==> src/rtl/snn_pkg.sv <==
// Shared types and helpers for the LIF neuron: state encoding, ceil-log2
// and a clamp used to saturate the membrane potential.
package snn_pkg;

  typedef enum logic {
    ST_INTEG  = 1'b0,
    ST_REFRAC = 1'b1
  } state_e;

  function automatic int clog2(input int v);
    int r;
    r = 0;
    for (int i = 0; i < 32; i++) begin
      if ((64'(1) << i) < 64'(v)) r = i + 1;
    end
    return r;
  endfunction

  // Clamp x into the signed range representable with w bits.
  function automatic logic signed [63:0] saturate(input logic signed [63:0] x,
                                                  input int w);
    logic signed [63:0] hi;
    logic signed [63:0] lo;
    hi = (64'sd1 <<< (w - 1)) - 64'sd1;
    lo = -(64'sd1 <<< (w - 1));
    if (x > hi) return hi;
    if (x < lo) return lo;
    return x;
  endfunction

endpackage

==> src/rtl/snn_lif_array_neuron_if.sv <==
// Per-neuron bus: timestep strobe, synapse inputs, configuration and
// neuron outputs. The layer drives through master; the neuron sits on slave.
interface snn_lif_array_neuron_if #(
  parameter int N_IN         = 4,
  parameter int WEIGHT_WIDTH = 4,
  parameter int POT_WIDTH    = 8,
  parameter int REFRAC_WIDTH = 3
);
  logic                           step_en;
  logic [N_IN-1:0]                spike_in;
  logic [N_IN*WEIGHT_WIDTH-1:0]   weights;
  logic signed [POT_WIDTH-1:0]    threshold;
  logic [POT_WIDTH-2:0]           leak;
  logic [REFRAC_WIDTH-1:0]        refrac_len;
  logic                           spike_out;
  logic signed [POT_WIDTH-1:0]    v_mem;
  logic                           refractory;

  modport master (
    output step_en, spike_in, weights, threshold, leak, refrac_len,
    input  spike_out, v_mem, refractory
  );

  modport slave (
    input  step_en, spike_in, weights, threshold, leak, refrac_len,
    output spike_out, v_mem, refractory
  );
endinterface

==> src/rtl/snn_weighted_sum.sv <==
// Combinational sum of the weights whose synapse spiked this timestep,
// sign-extended wide enough that no combination can overflow.
module snn_weighted_sum
  import snn_pkg::*;
#(
  parameter int N_IN         = 4,
  parameter int WEIGHT_WIDTH = 4,
  parameter int SUM_WIDTH    = WEIGHT_WIDTH + clog2(N_IN)
) (
  input  logic [N_IN-1:0]              spike_in,
  input  logic [N_IN*WEIGHT_WIDTH-1:0] weights,
  output logic signed [SUM_WIDTH-1:0]  sum
);

  logic signed [SUM_WIDTH-1:0] term [N_IN];

  genvar gi;
  generate
    for (gi = 0; gi < N_IN; gi++) begin : g_term
      logic signed [WEIGHT_WIDTH-1:0] w_i;
      assign w_i      = weights[gi*WEIGHT_WIDTH +: WEIGHT_WIDTH];
      assign term[gi] = spike_in[gi] ? SUM_WIDTH'(w_i) : '0;
    end
  endgenerate

  always_comb begin
    sum = '0;
    for (int i = 0; i < N_IN; i++) begin
      sum = sum + term[i];
    end
  end

endmodule

==> src/rtl/snn_lif_array_neuron.sv <==
// Leaky integrate-and-fire neuron: leak toward zero, add weighted input,
// saturate, fire on threshold, then optionally sit out a refractory period.
module snn_lif_array_neuron
  import snn_pkg::*;
#(
  parameter int N_IN         = 4,
  parameter int WEIGHT_WIDTH = 4,
  parameter int POT_WIDTH    = 8,
  parameter int REFRAC_WIDTH = 3
) (
  input  logic                 CLK,
  input  logic                 nRST,
  snn_lif_array_neuron_if.slave bus
);

  localparam int SUM_W = WEIGHT_WIDTH + clog2(N_IN);
  localparam int EXT_W = POT_WIDTH + clog2(N_IN) + 1;

  state_e                      state_q, state_d;
  logic signed [POT_WIDTH-1:0] v_q, v_d;
  logic [REFRAC_WIDTH-1:0]     cnt_q, cnt_d;
  logic                        spike_q, spike_d;

  logic signed [SUM_W-1:0]     sum_w;
  logic signed [EXT_W-1:0]     v_ext, leak_ext, sum_ext, v_leak, v_raw;
  logic signed [POT_WIDTH-1:0] v_sat, thr;
  logic                        fire;

  snn_weighted_sum #(
    .N_IN        (N_IN),
    .WEIGHT_WIDTH(WEIGHT_WIDTH),
    .SUM_WIDTH   (SUM_W)
  ) u_sum (
    .spike_in(bus.spike_in),
    .weights (bus.weights),
    .sum     (sum_w)
  );

  assign thr = bus.threshold;

  // Leak saturates at zero instead of crossing it, so clamp the step to |v|.
  always_comb begin
    v_ext    = EXT_W'(v_q);
    leak_ext = EXT_W'(bus.leak);
    sum_ext  = EXT_W'(sum_w);
    v_leak   = '0;
    if (v_ext > 0) begin
      v_leak = (v_ext > leak_ext) ? (v_ext - leak_ext) : '0;
    end else if (v_ext < 0) begin
      v_leak = (-v_ext > leak_ext) ? (v_ext + leak_ext) : '0;
    end
    v_raw = v_leak + sum_ext;
    v_sat = POT_WIDTH'(saturate(64'(v_raw), POT_WIDTH));
    fire  = (v_sat >= thr);
  end

  always_comb begin
    state_d = state_q;
    v_d     = v_q;
    cnt_d   = cnt_q;
    spike_d = 1'b0;
    if (bus.step_en) begin
      case (state_q)
        ST_INTEG: begin
          if (fire) begin
            spike_d = 1'b1;
            v_d     = '0;
            if (bus.refrac_len != '0) begin
              state_d = ST_REFRAC;
              cnt_d   = bus.refrac_len;
            end
          end else begin
            v_d = v_sat;
          end
        end
        ST_REFRAC: begin
          v_d   = '0;
          cnt_d = cnt_q - REFRAC_WIDTH'(1);
          if (cnt_q <= REFRAC_WIDTH'(1)) begin
            state_d = ST_INTEG;
            cnt_d   = '0;
          end
        end
        default: state_d = ST_INTEG;
      endcase
    end
  end

  always_ff @(posedge CLK or negedge nRST) begin
    if (!nRST) begin
      state_q <= ST_INTEG;
      v_q     <= '0;
      cnt_q   <= '0;
      spike_q <= 1'b0;
    end else begin
      state_q <= state_d;
      v_q     <= v_d;
      cnt_q   <= cnt_d;
      spike_q <= spike_d;
    end
  end

  assign bus.spike_out  = spike_q;
  assign bus.v_mem      = v_q;
  assign bus.refractory = (state_q == ST_REFRAC);

endmodule

==> src/flat_wrapper.sv <==
// flat-port wrapper written by rule: the top's interface ports become plain ports
module snn_lif_array_neuron_flat import snn_pkg::*;
#(
  parameter int N_IN         = 4,
  parameter int WEIGHT_WIDTH = 4,
  parameter int POT_WIDTH    = 8,
  parameter int REFRAC_WIDTH = 3
)
  (CLK, nRST, bus_step_en, bus_spike_in, bus_weights, bus_threshold, bus_leak, bus_refrac_len, bus_spike_out, bus_v_mem, bus_refractory);
  snn_lif_array_neuron_if #(.N_IN(N_IN), .WEIGHT_WIDTH(WEIGHT_WIDTH), .POT_WIDTH(POT_WIDTH), .REFRAC_WIDTH(REFRAC_WIDTH)) bus_i ();
  input  logic CLK;
  input  logic nRST;
  input wire logic [$bits(bus_i.step_en)-1:0] bus_step_en;
  input wire logic [$bits(bus_i.spike_in)-1:0] bus_spike_in;
  input wire logic [$bits(bus_i.weights)-1:0] bus_weights;
  input wire logic [$bits(bus_i.threshold)-1:0] bus_threshold;
  input wire logic [$bits(bus_i.leak)-1:0] bus_leak;
  input wire logic [$bits(bus_i.refrac_len)-1:0] bus_refrac_len;
  output wire logic [$bits(bus_i.spike_out)-1:0] bus_spike_out;
  output wire logic [$bits(bus_i.v_mem)-1:0] bus_v_mem;
  output wire logic [$bits(bus_i.refractory)-1:0] bus_refractory;
  assign bus_i.step_en = bus_step_en;
  assign bus_i.spike_in = bus_spike_in;
  assign bus_i.weights = bus_weights;
  assign bus_i.threshold = bus_threshold;
  assign bus_i.leak = bus_leak;
  assign bus_i.refrac_len = bus_refrac_len;
  assign bus_spike_out = bus_i.spike_out;
  assign bus_v_mem = bus_i.v_mem;
  assign bus_refractory = bus_i.refractory;
  snn_lif_array_neuron #(.N_IN(N_IN), .WEIGHT_WIDTH(WEIGHT_WIDTH), .POT_WIDTH(POT_WIDTH), .REFRAC_WIDTH(REFRAC_WIDTH)) u_core (.CLK(CLK), .nRST(nRST), .bus(bus_i));
endmodule
==> config.mk <==
export PLATFORM = sky130hd
export DESIGN_NAME = snn_lif_array_neuron_flat
export DESIGN_NICKNAME = d
export VERILOG_FILES = /design/src/rtl/snn_pkg.sv /design/src/rtl/snn_lif_array_neuron_if.sv /design/src/rtl/snn_weighted_sum.sv /design/src/rtl/snn_lif_array_neuron.sv /design/src/flat_wrapper.sv
export SDC_FILE = /design/constraint.sdc
export NUM_CORES = 1
export LEC_CHECK = 0
export BUFFER_PORTS_ARGS = -buffer_cell sky130_fd_sc_hd__buf_2
export CAP_MARGIN = 20
export CORE_MARGIN = 2
export CORE_UTILIZATION = 45
export CTS_BUF_LIST = sky130_fd_sc_hd__clkbuf_16
export DETAILED_ROUTE_END_ITERATION = 8
export PLACE_DENSITY = 0.77
export SLEW_MARGIN = 10
export SYNTH_ARGS = -nofsm -noshare
export SYNTH_HDL_FRONTEND = slang
export SYNTH_SLANG_ARGS = --single-unit
==> constraint.sdc <==
create_clock -name CLK -period 7.3 [get_ports CLK]
set_clock_uncertainty 0.2 [all_clocks]
set_input_delay 1.46 -clock CLK [delete_from_list [all_inputs] [get_ports CLK]]
set_output_delay 1.46 -clock CLK [all_outputs]
set_load 0.01 [all_outputs]
Yosys cells after proc, flatten, opt, wreduce, memory -nomap -nowiden
Cells that the tools add are included.
W data, S select, Z words.

operators by class
  $add $sub $neg = 8
  $lt $le $gt $ge = 8
  equality and inequality tests = 2
  muxes and demuxes = 28
  bitwise operators = 1
  reduce and logical (&&, ||, !) cells = 2

operator list
  operator               count
  $mux W11               4
  $mux W8                5
  $mux W6                4
  $add A6 B6 Y6          3
  $pmux W8 S2            1
  $add A11 B6 Y11        1
  $gt A11 B8 Y1          1
  $gt A11 B8 Y1 const B  1
  $lt A11 B8 Y1 const B  1
  $neg A8 Y11            1
  $add A8 B8 Y9          1
  $mux W1                9
  $mux W3                3
  $sub A8 B8 Y9          1
  $ge A8 B8 Y1           1
  $gt A8 B1 Y1 const B   1
  $gt A8 B8 Y1           1
  $lt A8 B1 Y1 const B   1
  $pmux W3 S2            1
  $ne A2 B1 Y1 const B   2
  $le A3 B1 Y1 const B   1
  $reduce_and A3 Y1      1
  $reduce_bool A3 Y1     1
  $sub A3 B1 Y3 const B  1
  other kinds (2)        2

word-level totals
  register bits after elaboration = 13
  output and inout port bits = 10
  word-level logic and storage cells = 53

Logic depth before layout (Yosys ltp)
Gate-level depths: netlist (run 1).

  depth in word-level cells = 15
  gate-level depth with buffers = 29
  mapped depth without buffers = 26

By module
Synthesis (run 1) repeated with hierarchy kept, for this count alone.

unflattened totals
  cells, all modules = 342
  area, all modules = 2708.8 sq um

by module, submodules not included
  module                instances  cells an instance  area an instance (sq um)  sequential area each (sq um)
  snn_lif_array_neuron  1          297                2301.0                    325.3
  snn_weighted_sum      1          45                 407.9                     0.0

Worst setup path after synthesis (run 1)
OpenSTA, ideal clock, no wires.

  path type = input to register
  start point = input bus_weights[13]
  end point = register u_core.v_q[0] (netlist: u_core.bus.v_mem[0])
  setup time = 90 ps
  data arrival time = 7022 ps
  data required time = 7010 ps
  path slack = -11 ps
  stages = 24
  cell sequence = nand2_1 fa_1 inv_1 fa_1 ha_1 fa_1 a21o_1 a21oi_1 xnor2_1 ha_1 a21oi_4 nand2_2 a221o_1 a211o_2 o21ai_2 o311ai_1 ha_1 a211o_1 a31oi_1 o221ai_1 nor2_2 buf_2 nand2_1 o2111ai_1

on the way
  cells in the longest elaborated chain, start to end = 11
  elaborated cells between the ends (all ways) = 14
  those cells by class = 2 x add/sub; 3 x order compare; 9 x mux

ends and longest elaborated chain
  element                line                        source
  from (decl)            flat_wrapper.sv:15          input wire logic [$bits(bus_i.weights)-1:0] bus_weights;
  $mux W6 *              snn_weighted_sum.sv:22      assign term[gi] = spike_in[gi] ? SUM_WIDTH'(w_i) : '0;
  $add A6 B6 Y6 *        snn_weighted_sum.sv:29      sum = sum + term[i];
  $add A11 B6 Y11 *      snn_lif_array_neuron.sv:52  v_raw = v_leak + sum_ext;
  $lt A11 B8 Y1          snn_pkg.sv:27               if (x < lo) return lo;
  $mux W1 (2 in series)  snn_pkg.sv:27
  $mux W8                snn_pkg.sv:28               return x;
  $mux W8 *              snn_pkg.sv:27
  $ge A8 B8 Y1           snn_lif_array_neuron.sv:54  fire = (v_sat >= thr);
  $mux W8 *              snn_lif_array_neuron.sv:65  if (fire) begin
  $pmux W8 S2 *          snn_lif_array_neuron.sv:63  case (state_q)
  to (signal assigned)   snn_lif_array_neuron.sv:97  v_q <= v_d;
  to (decl)              snn_lif_array_neuron.sv:20  logic signed [POT_WIDTH-1:0] v_q, v_d;

Every way passes the cells marked *; elsewhere a longest branch is shown, timed or not. The select of a mux whose other input is x is not followed.
A chain may end at the register's enable or synchronous reset.

Worst setup path after layout (run 1)
  start point = input bus_spike_in[3]
  end point = register u_core.cnt_q[0]

on the way
  cells in the longest elaborated chain, start to end = 11
  elaborated cells between the ends (all ways) = 14
  those cells by class = 2 x add/sub; 3 x order compare; 1 x eq/ne; 7 x mux; 1 x reduce/logical

ends and longest elaborated chain
  element                               line                        source
  from (decl)                           flat_wrapper.sv:14          input wire logic [$bits(bus_i.spike_in)-1:0] bus_spike_in;
  $mux W6 *                             snn_weighted_sum.sv:22
  $add A6 B6 Y6 *                       snn_weighted_sum.sv:29
  $add A11 B6 Y11 *                     snn_lif_array_neuron.sv:52
  $lt A11 B8 Y1                         snn_pkg.sv:27
  $mux W1 (2 in series)                 snn_pkg.sv:27
  $mux W8                               snn_pkg.sv:28
  $mux W8 *                             snn_pkg.sv:27
  $ge A8 B8 Y1 *                        snn_lif_array_neuron.sv:54
  $ne A2 B1 Y1 (no source line) *       n/a
  $reduce_and A3 Y1 (no source line) *  n/a
  to (signal assigned)                  snn_lif_array_neuron.sv:98  cnt_q <= cnt_d;
  to (decl)                             snn_lif_array_neuron.sv:21  logic [REFRAC_WIDTH-1:0] cnt_q, cnt_d;

Marked as above.

==> metrics.txt, run 1 <==
status complete, no violations; # fillers 590; fin worst setup slack 0.3221 ns; WHS Path Cells 1; largest net degree at the start of global routing 15; area post-placement 0.003304 mm2; Max VDD drop 0.0004091 V; DP HPWL 5756 um; RSZ-0062 raised after global routing false; worst min-delay path class flip-flop to flip-flop; gp weighted congestion 0.9119; Initial Util 45.89%; Cells after Synth 356; Core Rows 29; drt first pass iters 4; antenna violations before repair 0; Worst-Margin Slew 0.4854 ns; Synth Area in Compound Gates 30.14%; register area share after synthesis 11.36%; final instance area 0.003526 mm2; Worst R2R Path Depth 26; Final Hold Fails 0; vias in the first global route 2,762; area leader, netlist ha_1; Synth Area in Adders 28.05%; Clock power frac 6.2%; layout net count 522; cts bufs inserted 3; layout overhead on the synthesized area 23.11%; synth top area cells ha_1 (20%), dfrtp_1 (11%), fa_1 (8.4%); P_sw 0.8310 mW; count leader, synth ha_1; CTS tree built; crit-path max FO 7; Syn Area/Cell 8.045 um2; startpoint types input port; Register Area 325.3 um2; Routed WL 7133 um; Fin Setup TNS 0 ns; # setup viols final 0; post-synth net total 454; GR Util All Layers 20.32%; via count 2,909; CTS Hold Bufs 0; dpl ws -0.1398 ns; Crit Path Class input port to flip-flop; Bufs on Longest Clock Path 2; IO Pins 51; TritonCTS Sinks 13; Final ANT Viol Nets 0; DRT iter0 DRCs 129; latest clock arrival within the worst-skew pair 0.24 ns; post-synthesis mux area share 0.7427%; WP data arrival 6.93 ns; DIE WIDTH 83.78 um; area of the multi-input gates 0.002427 mm2; layout cell share with drive strength beyond 1 24.35%; Yosys warning total 0; share of the synthesized area in the top cell type 19.66%; Port Buffers 50; DRC errors left 0; largest family of logic cells by synthesized area compound AO/OA/AOI/OAI gates; kind of end point of the critical path flip-flop; CTS clk-pin slew, worst paths 0.04 ns; post-layout util 56.50%; first-pass GRT wire length 12,080 um; Post-Synth Simple-Gate Area 17.61%; maxcap violations 0; Slew HR 67.59%; Worst EP required 7.26 ns; DR WL/cell 14.27 um; Final Slew Violations 0; Reg power frac 7.0%; Vias/cell 5.818; Sw Share 50.03%; CTS root buf clkbuf_16; antenna cells 0; Core ar. 0.006241 mm2; xor-xnor portion of the synthesized cell area 4.587%; Top FF cell, synth dfrtp_1; Seq cells post-synth 13; top post-synthesis cells by count ha_1 (45), inv_1 (42), a21oi_1 (29), nand2_1 (28); Die ar. 0.007018 mm2; Async S/R FF share, synth 100.0%; Int Pwr 0.8298 mW; min Tclk post-route 6.978 ns; fmax 143.3 MHz; Synth Cell Area 0.002864 mm2; Logic pwr share 86.8%; count of different cell masters after synthesis 67; number of synthesized flops with an enable pin 0; H-tree levels 1; final period utilization 95.59%; Overflow after GRT 0; Die H 83.78 um; Pwr Density 471.0 mW/mm2; Pleak 1.747 nW
area by class of cell:
type | instances | area share, %
clock inverters | 1 | 0.1065
flip-flops and latches | 13 | 9.226
well taps | 77 | 2.732
repair buffers | 71 | 12.38
clock buffers | 3 | 2.129
inverters | 43 | 4.578
multi-input cells | 292 | 68.84
state kept, by name (all words and copies together) (netlist names):
signal / flops
u_core.bus.refractory: 1
u_core.bus.spike_out: 1
u_core.bus.v_mem: 8
u_core.cnt_q: 3
through the flow:
step                hold WS, ns  power, mW  cells
floorplan                0.2789     0.9876    356
detailed placement       0.3190      1.360    493
CTS                      0.3283      1.474    497
finish                   0.3294      1.661    500
global placement         0.3008      1.327    493
global route             0.3511      1.820    500
cell families after synthesis:
logic type               Yosys count
adder cells (fa/ha/maj)           57
flip-flops                        13
XOR/XNOR                          15
multiplexers                       2
AO/OA/AOI/OAI                    119
buffers and inverters             51
AND/OR/NAND/NOR                   99
what timing repair did:
action / CTS / global route
resized for setup: 0 / 18
setup buffers: 0 / 3
setup endpoints to repair: 0 / 12
path summary, 6_finish.rpt:
| path | from | endpoint | slack [ns] |
|---|---|---|---|
| setup / recovery | bus_spike_in[3] | u_core.cnt_q[0] | 0.32 |
| hold / removal | u_core.cnt_q[0] | u_core.cnt_q[0] | 0.33 |
| setup reg to reg | u_core.bus.v_mem[2] | u_core.cnt_q[0] | 0.71 |
| hold reg to reg | u_core.cnt_q[0] | u_core.cnt_q[0] | 0.33 |
| max in group asynchronous | nRST | u_core.bus.v_mem[5] | 5.77 |
| min in group asynchronous | nRST | u_core.bus.v_mem[7] | 0.90 |
worst max-delay path, stage by stage:
cell	delay (ns)
buf_2	0.11
nand2_1	0.07
fa_1	0.53
inv_1	0.06
fa_1	0.49
ha_2	0.21
fa_1	0.38
a21o_1	0.18
a21oi_2	0.16
xnor2_2	0.16
buf_12	0.14
ha_4	0.21
a21oi_4	0.16
nand2_2	0.08
a221o_1	0.30
a211o_4	0.31
o21ai_4	0.17
o311ai_1	0.12
ha_1	0.32
a211o_1	0.31
a31oi_2	0.22
o221ai_4	0.16
o31a_1	0.18
buf_4	0.15
o21ai_0	0.14
o2bb2ai_1	0.14
per-layer routing:
metal  global-route usage [%]  share of wire (%)
met2                    35.56                 49
met3                    2.572                4.8
met4                    3.519                1.7
met1                    27.17                 44
met5                        0                  0
power groups by stage:
stage	Sequential [mW]	Clock (mW)	Combinational [mW]
2_1_floorplan	0.114	0	0.874
3_3_place_gp	0.115	0	1.21
3_5_place_dp	0.115	0	1.25
4_1_cts	0.116	0.104	1.25
5_1_grt	0.119	0.109	1.59
6_report	0.116	0.103	1.44
placed cells by master, fill, tap and decap left out, types with 4 or more instances in the layout:
cell type,n
o211ai_1,9
nor3_1,6
and2_1,7
or3_1,5
buf_4,18
fa_1,12
nand2b_1,6
a21o_1,7
xor2_1,5
nor2_1,14
o22ai_1,5
nand4_1,6
a21oi_1,28
buf_2,50
ha_1,42
nor2b_1,6
nand2_1,27
xnor2_1,9
o21a_1,7
nand3_1,10
dfrtp_1,13
inv_1,42
o21ai_0,13
a211oi_1,4
a32oi_1,6
(Power assumes the default switching activity.)
==> inputs of run 2 (changes only) <==
--- a/config.mk
+++ b/config.mk
@@ -8,10 +8,10 @@
 export BUFFER_PORTS_ARGS = -buffer_cell sky130_fd_sc_hd__buf_2
 export CAP_MARGIN = 20
 export CORE_MARGIN = 2
-export CORE_UTILIZATION = 45
+export CORE_UTILIZATION = 40
 export CTS_BUF_LIST = sky130_fd_sc_hd__clkbuf_16
 export DETAILED_ROUTE_END_ITERATION = 8
-export PLACE_DENSITY = 0.77
+export PLACE_DENSITY = 0.7
 export SLEW_MARGIN = 10
 export SYNTH_ARGS = -nofsm -noshare
 export SYNTH_HDL_FRONTEND = slang
==> metrics.txt, run 2 (same netlist as run 1, synthesis figures left out) <==
Overflow after GRT 0 (unchanged); Routed WL 7198 um (was 7133 um); TritonCTS Sinks 13 (unchanged); # setup viols final 0 (unchanged); CTS clk-pin slew, worst paths 0.04 ns (about the same); kind of end point of the critical path flip-flop (unchanged); worst min-delay path class flip-flop to flip-flop (unchanged); layout net count 523 (was 522); dpl ws -0.1273 ns (was -0.1398 ns); status complete, no violations (unchanged); Die H 88.62 um (was 83.78 um); layout cell share with drive strength beyond 1 23.82% (was 24.35%); Clock power frac 6.1% (was 6.2%); drt first pass iters 4 (unchanged); latest clock arrival within the worst-skew pair 0.24 ns (about the same); Slew HR 65.30% (was 67.59%); GR Util All Layers 18.85% (was 20.32%); gp weighted congestion 0.9200 (was 0.9119); DR WL/cell 13.84 um (was 14.27 um); commonest non-fill, non-tap cell in the layout buf_2 (unchanged); Worst EP required 7.24 ns (was 7.26 ns); cts bufs inserted 3 (unchanged); via count 2,881 (was 2,909); crit-path max FO 7 (unchanged); CP max stage cell fa_1 (unchanged); Final ANT Viol Nets 0 (unchanged); worst path bufs/invs 6 (was 4); P_sw 0.8349 mW (was 0.8310 mW); Final Hold Fails 0 (unchanged); first-pass GRT wire length 12,080 um (about the same); worst stage delay on the critical path 0.53 ns (about the same); Pleak 1.750 nW (was 1.747 nW); Max VDD drop 0.0004093 V (was 0.0004091 V); Hold WS 0.3241 ns (was 0.3294 ns); Initial Util 41.69% (was 45.89%); DP HPWL 5754 um (was 5756 um); fin worst setup slack 0.3188 ns (was 0.3221 ns); layout overhead on the synthesized area 22.94% (was 23.11%); IO Pins 51 (unchanged); WP data arrival 6.92 ns (was 6.93 ns); Bufs on Longest Clock Path 2 (unchanged); antenna cells 0 (unchanged); fmax 143.2 MHz (was 143.3 MHz); CTS root buf clkbuf_16 (unchanged); Reg power frac 7.1% (was 7.0%); # fillers 674 (was 590); DIE WIDTH 88.62 um (was 83.78 um); max FFs per register 8 (unchanged); Pwr Density 470.7 mW/mm2 (was 471.0 mW/mm2); most frequent cells in the layout buf_2 (50), ha_1 (44), inv_1 (42) (was buf_2 (50), inv_1 (42), ha_1 (42)); Crit Path Class input port to flip-flop (unchanged); DRC errors left 0 (unchanged); Vias/cell 5.540 (was 5.818); Worst-Margin Slew 0.5167 ns (was 0.4854 ns); min Tclk post-route 6.981 ns (was 6.978 ns); CTS Hold Bufs 0 (unchanged); antenna violations before repair 0 (unchanged); CTS tree built (unchanged); startpoint types input port (unchanged); Final Slew Violations 0 (unchanged); Sw Share 50.37% (was 50.03%); DRT iter0 DRCs 153 (was 129); Logic pwr share 86.8% (about the same); Int Pwr 0.8225 mW (was 0.8298 mW); maxcap violations 0 (unchanged); Die ar. 0.007853 mm2 (was 0.007018 mm2); H-tree levels 1 (unchanged); Core ar. 0.006869 mm2 (was 0.006241 mm2); largest net degree at the start of global routing 15 (unchanged); vias in the first global route 2,741 (was 2,762); Port Buffers 50 (unchanged); final period utilization 95.63% (was 95.59%); Core Rows 30 (was 29); CP top delay family compound AO/OA/AOI/OAI gates (unchanged)
run 2: changes by cell type in the layout (fill, tap and decap cells not counted), sizes merged:
| cell | change |
|---|---|
| clkbuf | +1 |
run 2: worst paths after layout:
check	from	endpoint	slack [ns]	cells past startpoint
worst min-delay path	u_core.cnt_q[0]	u_core.cnt_q[0]	0.32	1
min in group asynchronous	nRST	u_core.bus.v_mem[5]	0.90	1
max in group asynchronous	nRST	u_core.bus.v_mem[3]	5.77	1
worst max-delay path	bus_spike_in[3]	u_core.bus.v_mem[1]	0.32	27
worst max register to register	u_core.bus.v_mem[2]	u_core.bus.v_mem[1]	0.69	27
worst min register to register	u_core.cnt_q[0]	u_core.cnt_q[0]	0.32	1
run 2: metrics by stage:
step                utilization [%]  power, mW  setup TNS [ns]  instances  area (um2)
CTS                           49.71      1.481               0        517        3415
detailed placement            48.56      1.372         -0.2329        513        3336
global placement              48.56      1.342        -0.01549        513        3336
floorplan                         -     0.9876               0        356        2864
global route                  51.26      1.818        -0.02337        520        3521
finish                        51.26      1.657               0        520        3521
run 2: routing by layer:
metal,global-route usage [%],wire length [um],vias up
li1,-,-,1440
met1,26.68,3309,1366
met2,32.40,3579,69
met3,1.493,267,6
met4,2.204,42,0
met5,0,0,-
run 2: area by class of cell:
cell class                 count  area [um2]  area share (%)
clock inverter                 1       3.754          0.1066
multi-input combinational    292        2390           67.87
sequential                    13       325.3           9.240
clock buffer                   3       75.07           2.132
inverter                      43       161.4           4.584
tap                           96       120.1           3.412
timing repair buffer          72       445.4           12.65
run 2: worst reg2reg max path, cell delays in order (launching register included):
cell and delay, ns:
dfrtp_1 0.50, or3_1 0.43, or3b_2 0.50, xor2_1 0.16
ha_1 0.30, nand3_1 0.11, nor2_1 0.08, a211oi_1 0.33
o21ai_2 0.23, a21oi_1 0.18, ha_1 0.22, inv_1 0.07
fa_1 0.41, nand2b_1 0.19, a211oi_2 0.29, nor4_1 0.10
a211o_4 0.32, o21ai_2 0.16, buf_4 0.15, o21ai_0 0.12
ha_1 0.21, a211o_1 0.33, a31oi_4 0.19, o221ai_4 0.15
nor2_4 0.21, buf_12 0.14, nand2_1 0.05, o211ai_1 0.21
run 2: power groups by stage:
stage	logic [mW]	clock network, mW	registers [mW]
after floorplan	0.874	0	0.114
after global placement	1.23	0	0.116
after detailed placement	1.26	0	0.117
after CTS	1.26	0.103	0.116
after global routing	1.59	0.107	0.119
final	1.44	0.101	0.117
run 2: repair_timing:
action / CTS / global route
setup buffers: 0 / 2
setup endpoints to repair: 0 / 12
hold endpoints to repair: 0 / 0
gates resized for setup: 0 / 12
==> inputs of run 3 (changes only) <==
--- a/config.mk
+++ b/config.mk
@@ -5,13 +5,14 @@
 export SDC_FILE = /design/constraint.sdc
 export NUM_CORES = 1
 export LEC_CHECK = 0
+export ABC_AREA = 1
 export BUFFER_PORTS_ARGS = -buffer_cell sky130_fd_sc_hd__buf_2
 export CAP_MARGIN = 20
 export CORE_MARGIN = 2
 export CORE_UTILIZATION = 40
 export CTS_BUF_LIST = sky130_fd_sc_hd__clkbuf_16
 export DETAILED_ROUTE_END_ITERATION = 8
-export PLACE_DENSITY = 0.7
+export PLACE_DENSITY = 0.71
 export SLEW_MARGIN = 10
 export SYNTH_ARGS = -nofsm -noshare
 export SYNTH_HDL_FRONTEND = slang
==> constraint.sdc (replaced) <==
create_clock -name CLK -period 7.3 [get_ports CLK]
set_clock_uncertainty 0.2 [all_clocks]
set_input_delay 1.46 -clock CLK [delete_from_list [all_inputs] [get_ports CLK]]
set_output_delay 1.46 -clock CLK [all_outputs]
set_load 0.02 [all_outputs]
==> metrics.txt, run 3 <==
number of synthesized flops with an enable pin 0 (unchanged); synth top area cells ha_1 (20%), nand2_1 (17%), dfrtp_1 (12%) (was ha_1 (20%), dfrtp_1 (11%), fa_1 (8.4%)); startpoint types input port (unchanged); DR WL/cell 11.17 um (was 13.84 um); layout net count 572 (was 523); Routed WL 6177 um (was 7198 um); met1 Use GR 23.69% (was 26.68%); drt first pass iters 4 (unchanged); maxcap violations 0 (unchanged); CTS root buf clkbuf_16 (unchanged); DP HPWL 5309 um (was 5754 um); top post-synthesis cells by count nand2_1 (122), inv_1 (79), ha_1 (45), nand3_1 (30), a21oi_1 (22) (was ha_1 (45), inv_1 (42), a21oi_1 (29), nand2_1 (28)); latest clock arrival within the worst-skew pair 0.24 ns (about the same); hold worst-path end u_core.cnt_q[0] (unchanged); Async S/R FF share, synth 100.0% (unchanged); share of the synthesized area in the top cell type 20.30% (was 19.66%); reg2reg setup slack 1.32 ns (was 0.69 ns); area leader, netlist ha_1 (unchanged); GR Util met3 1.043% (was 1.493%); crit-path max FO 7 (unchanged); Worst-Margin Slew 0.4178 ns (was 0.5167 ns); Initial Util 41.06% (was 41.69%); post-synth net total 520 (was 454); Syn Area/Cell 6.573 um2 (was 8.045 um2); H-tree levels 1 (unchanged); WHS Path Cells 2 (was 1); register area share after synthesis 11.73% (was 11.36%); kind of end point of the critical path flip-flop (unchanged); DRT iter0 DRCs 154 (was 153); CTS Hold Bufs 0 (unchanged); met2 GRT Util 28.44% (was 32.40%); Die H 87.28 um (was 88.62 um); status complete, no violations (unchanged); Yosys warning total 0 (unchanged); Final Hold Fails 0 (unchanged); cts bufs inserted 3 (unchanged); commonest non-fill, non-tap cell in the layout nand2_1 (was buf_2); setup bufs post-CTS 0 (unchanged); Core Rows 30 (unchanged); GR Util All Layers 16.62% (was 18.85%); CTS clk-pin slew, worst paths 0.04 ns (about the same); final period utilization 89.16% (was 95.63%); antenna cells 0 (unchanged); layout cell share with drive strength beyond 1 16.07% (was 23.82%); worst stage delay on the critical path 0.53 ns (about the same); # setup viols final 0 (unchanged); Final Slew Violations 0 (unchanged); Crit Path Class input port to flip-flop (unchanged); count leader, synth nand2_1 (was ha_1); antenna violations before repair 0 (unchanged); Core ar. 0.006756 mm2 (was 0.006869 mm2); IO Pins 51 (unchanged); CTS tree built (unchanged); layout overhead on the synthesized area 14.98% (was 22.94%); DRC errors left 0 (unchanged); Overflow after GRT 0 (unchanged); CP max stage cell fa_1 (unchanged); Worst EP required 7.23 ns (was 7.24 ns); Slew HR 71.89% (was 65.30%); via count 2,758 (was 2,881); worst r2r src u_core.bus.v_mem[1] (was u_core.bus.v_mem[2]); Cells after Synth 422 (was 356); most frequent CP cell nand2_1; Seq cells post-synth 13 (unchanged); worst min-delay path class flip-flop to flip-flop (unchanged); Port Buffers 50 (unchanged); fmax 153.6 MHz (was 143.2 MHz); count of different cell masters after synthesis 36 (was 67); min Tclk post-route 6.509 ns (was 6.981 ns); Fin Setup TNS 0 ns (unchanged); TritonCTS Sinks 13 (unchanged); DIE WIDTH 87.28 um (was 88.62 um); Worst R2R End u_core.cnt_q[1] (was u_core.bus.v_mem[1]); Bufs on Longest Clock Path 2 (unchanged); first-pass GRT wire length 10,550 um (was 12,080 um); largest net degree at the start of global routing 14 (was 15); GRT busiest layer met2 (unchanged); hold_sp u_core.cnt_q[0] (unchanged); Worst R2R Path Depth 42 (was 27); Synth Cell Area 0.002774 mm2 (was 0.002864 mm2); Die ar. 0.007617 mm2 (was 0.007853 mm2); gp weighted congestion 0.9021 (was 0.9200); vias in the first global route 2,518 (was 2,741); Final ANT Viol Nets 0 (unchanged); post-CTS resize count 0 (unchanged); WP data arrival 6.44 ns (was 6.92 ns); Top FF cell, synth dfrtp_1 (unchanged); Worst Setup SP bus_spike_in[3] (unchanged); most frequent cells in the layout nand2_1 (122), inv_1 (80), buf_2 (50) (was buf_2 (50), ha_1 (44), inv_1 (42)); max FFs per register 8 (unchanged); Vias/cell 4.987 (was 5.540); RSZ-0062 raised after global routing false
## run 3: cell families after synthesis
logic type      synth area share (%)
buf+inv                        11.59
xor+xnor                       5.683
mux                           0.3609
flops                          11.73
compound gates                 9.969
fa+ha+maj                      28.96
simple gates                   31.71
## run 3: critical path: cells and delay by family
| kind | cells | cell delay (ns) |
|---|---|---|
| adders and majority gates | 6 | 2.30 |
| and+or+nand+nor | 20 | 1.90 |
| xor gates and xnor gates | 1 | 0.13 |
| buffers and inverters | 3 | 0.26 |
| AOI/OAI and AO/OA | 3 | 0.37 |
## run 3: how the worst max path moves through the flow
| stage | to | slack (ns) | cells after the start |
|---|---|---|---|
| after floorplan | u_core.cnt_q[2] | 1.04 | 33 |
| after global placement | u_core.cnt_q[2] | 0.71 | 34 |
| after detailed placement | u_core.cnt_q[1] | 0.58 | 34 |
| after CTS | u_core.cnt_q[1] | 0.82 | 34 |
| after global routing | u_core.cnt_q[2] | 0.33 | 33 |
| final | u_core.cnt_q[1] | 0.79 | 33 |
## run 3: through the flow
| step | hold WS, ns | util [%] | cells | instance area [um2] | setup WS, ns |
|---|---|---|---|---|---|
| after floorplan | 0.2986 | - | 422 | 2774 | 1.036 |
| after CTS | 0.3710 | 47.20 | 553 | 3189 | 0.8177 |
| after detailed placement | 0.3569 | 46.04 | 549 | 3110 | 0.5844 |
| final | 0.3763 | 47.20 | 553 | 3189 | 0.7911 |
| after global routing | 0.4098 | 47.20 | 553 | 3189 | 0.3286 |
| after global placement | 0.3529 | 46.04 | 549 | 3110 | 0.7120 |
## run 3: area by class of cell
cell class | instances | area (um2)
Multi-Input combinational cell | 324 | 2127
Fill cell | 694 | 3567
Sequential cell | 13 | 325.3
Clock buffer | 3 | 75.07
Clock inverter | 1 | 3.754
Inverter | 82 | 307.8
Tap cell | 80 | 100.1
Timing Repair Buffer | 50 | 250.2
## run 3: metal layers
| metal | wire (um) | up-vias |
|---|---|---|
| li1 | - | 1444 |
| met1 | 3073 | 1255 |
| met2 | 2876 | 55 |
| met3 | 215 | 4 |
| met4 | 11 | 0 |
| met5 | 0 | - |
Power of run 3 is left out: the tool's default activity adds up to more than one toggle a clock period on the data nets, which glitch-free logic cannot reach.
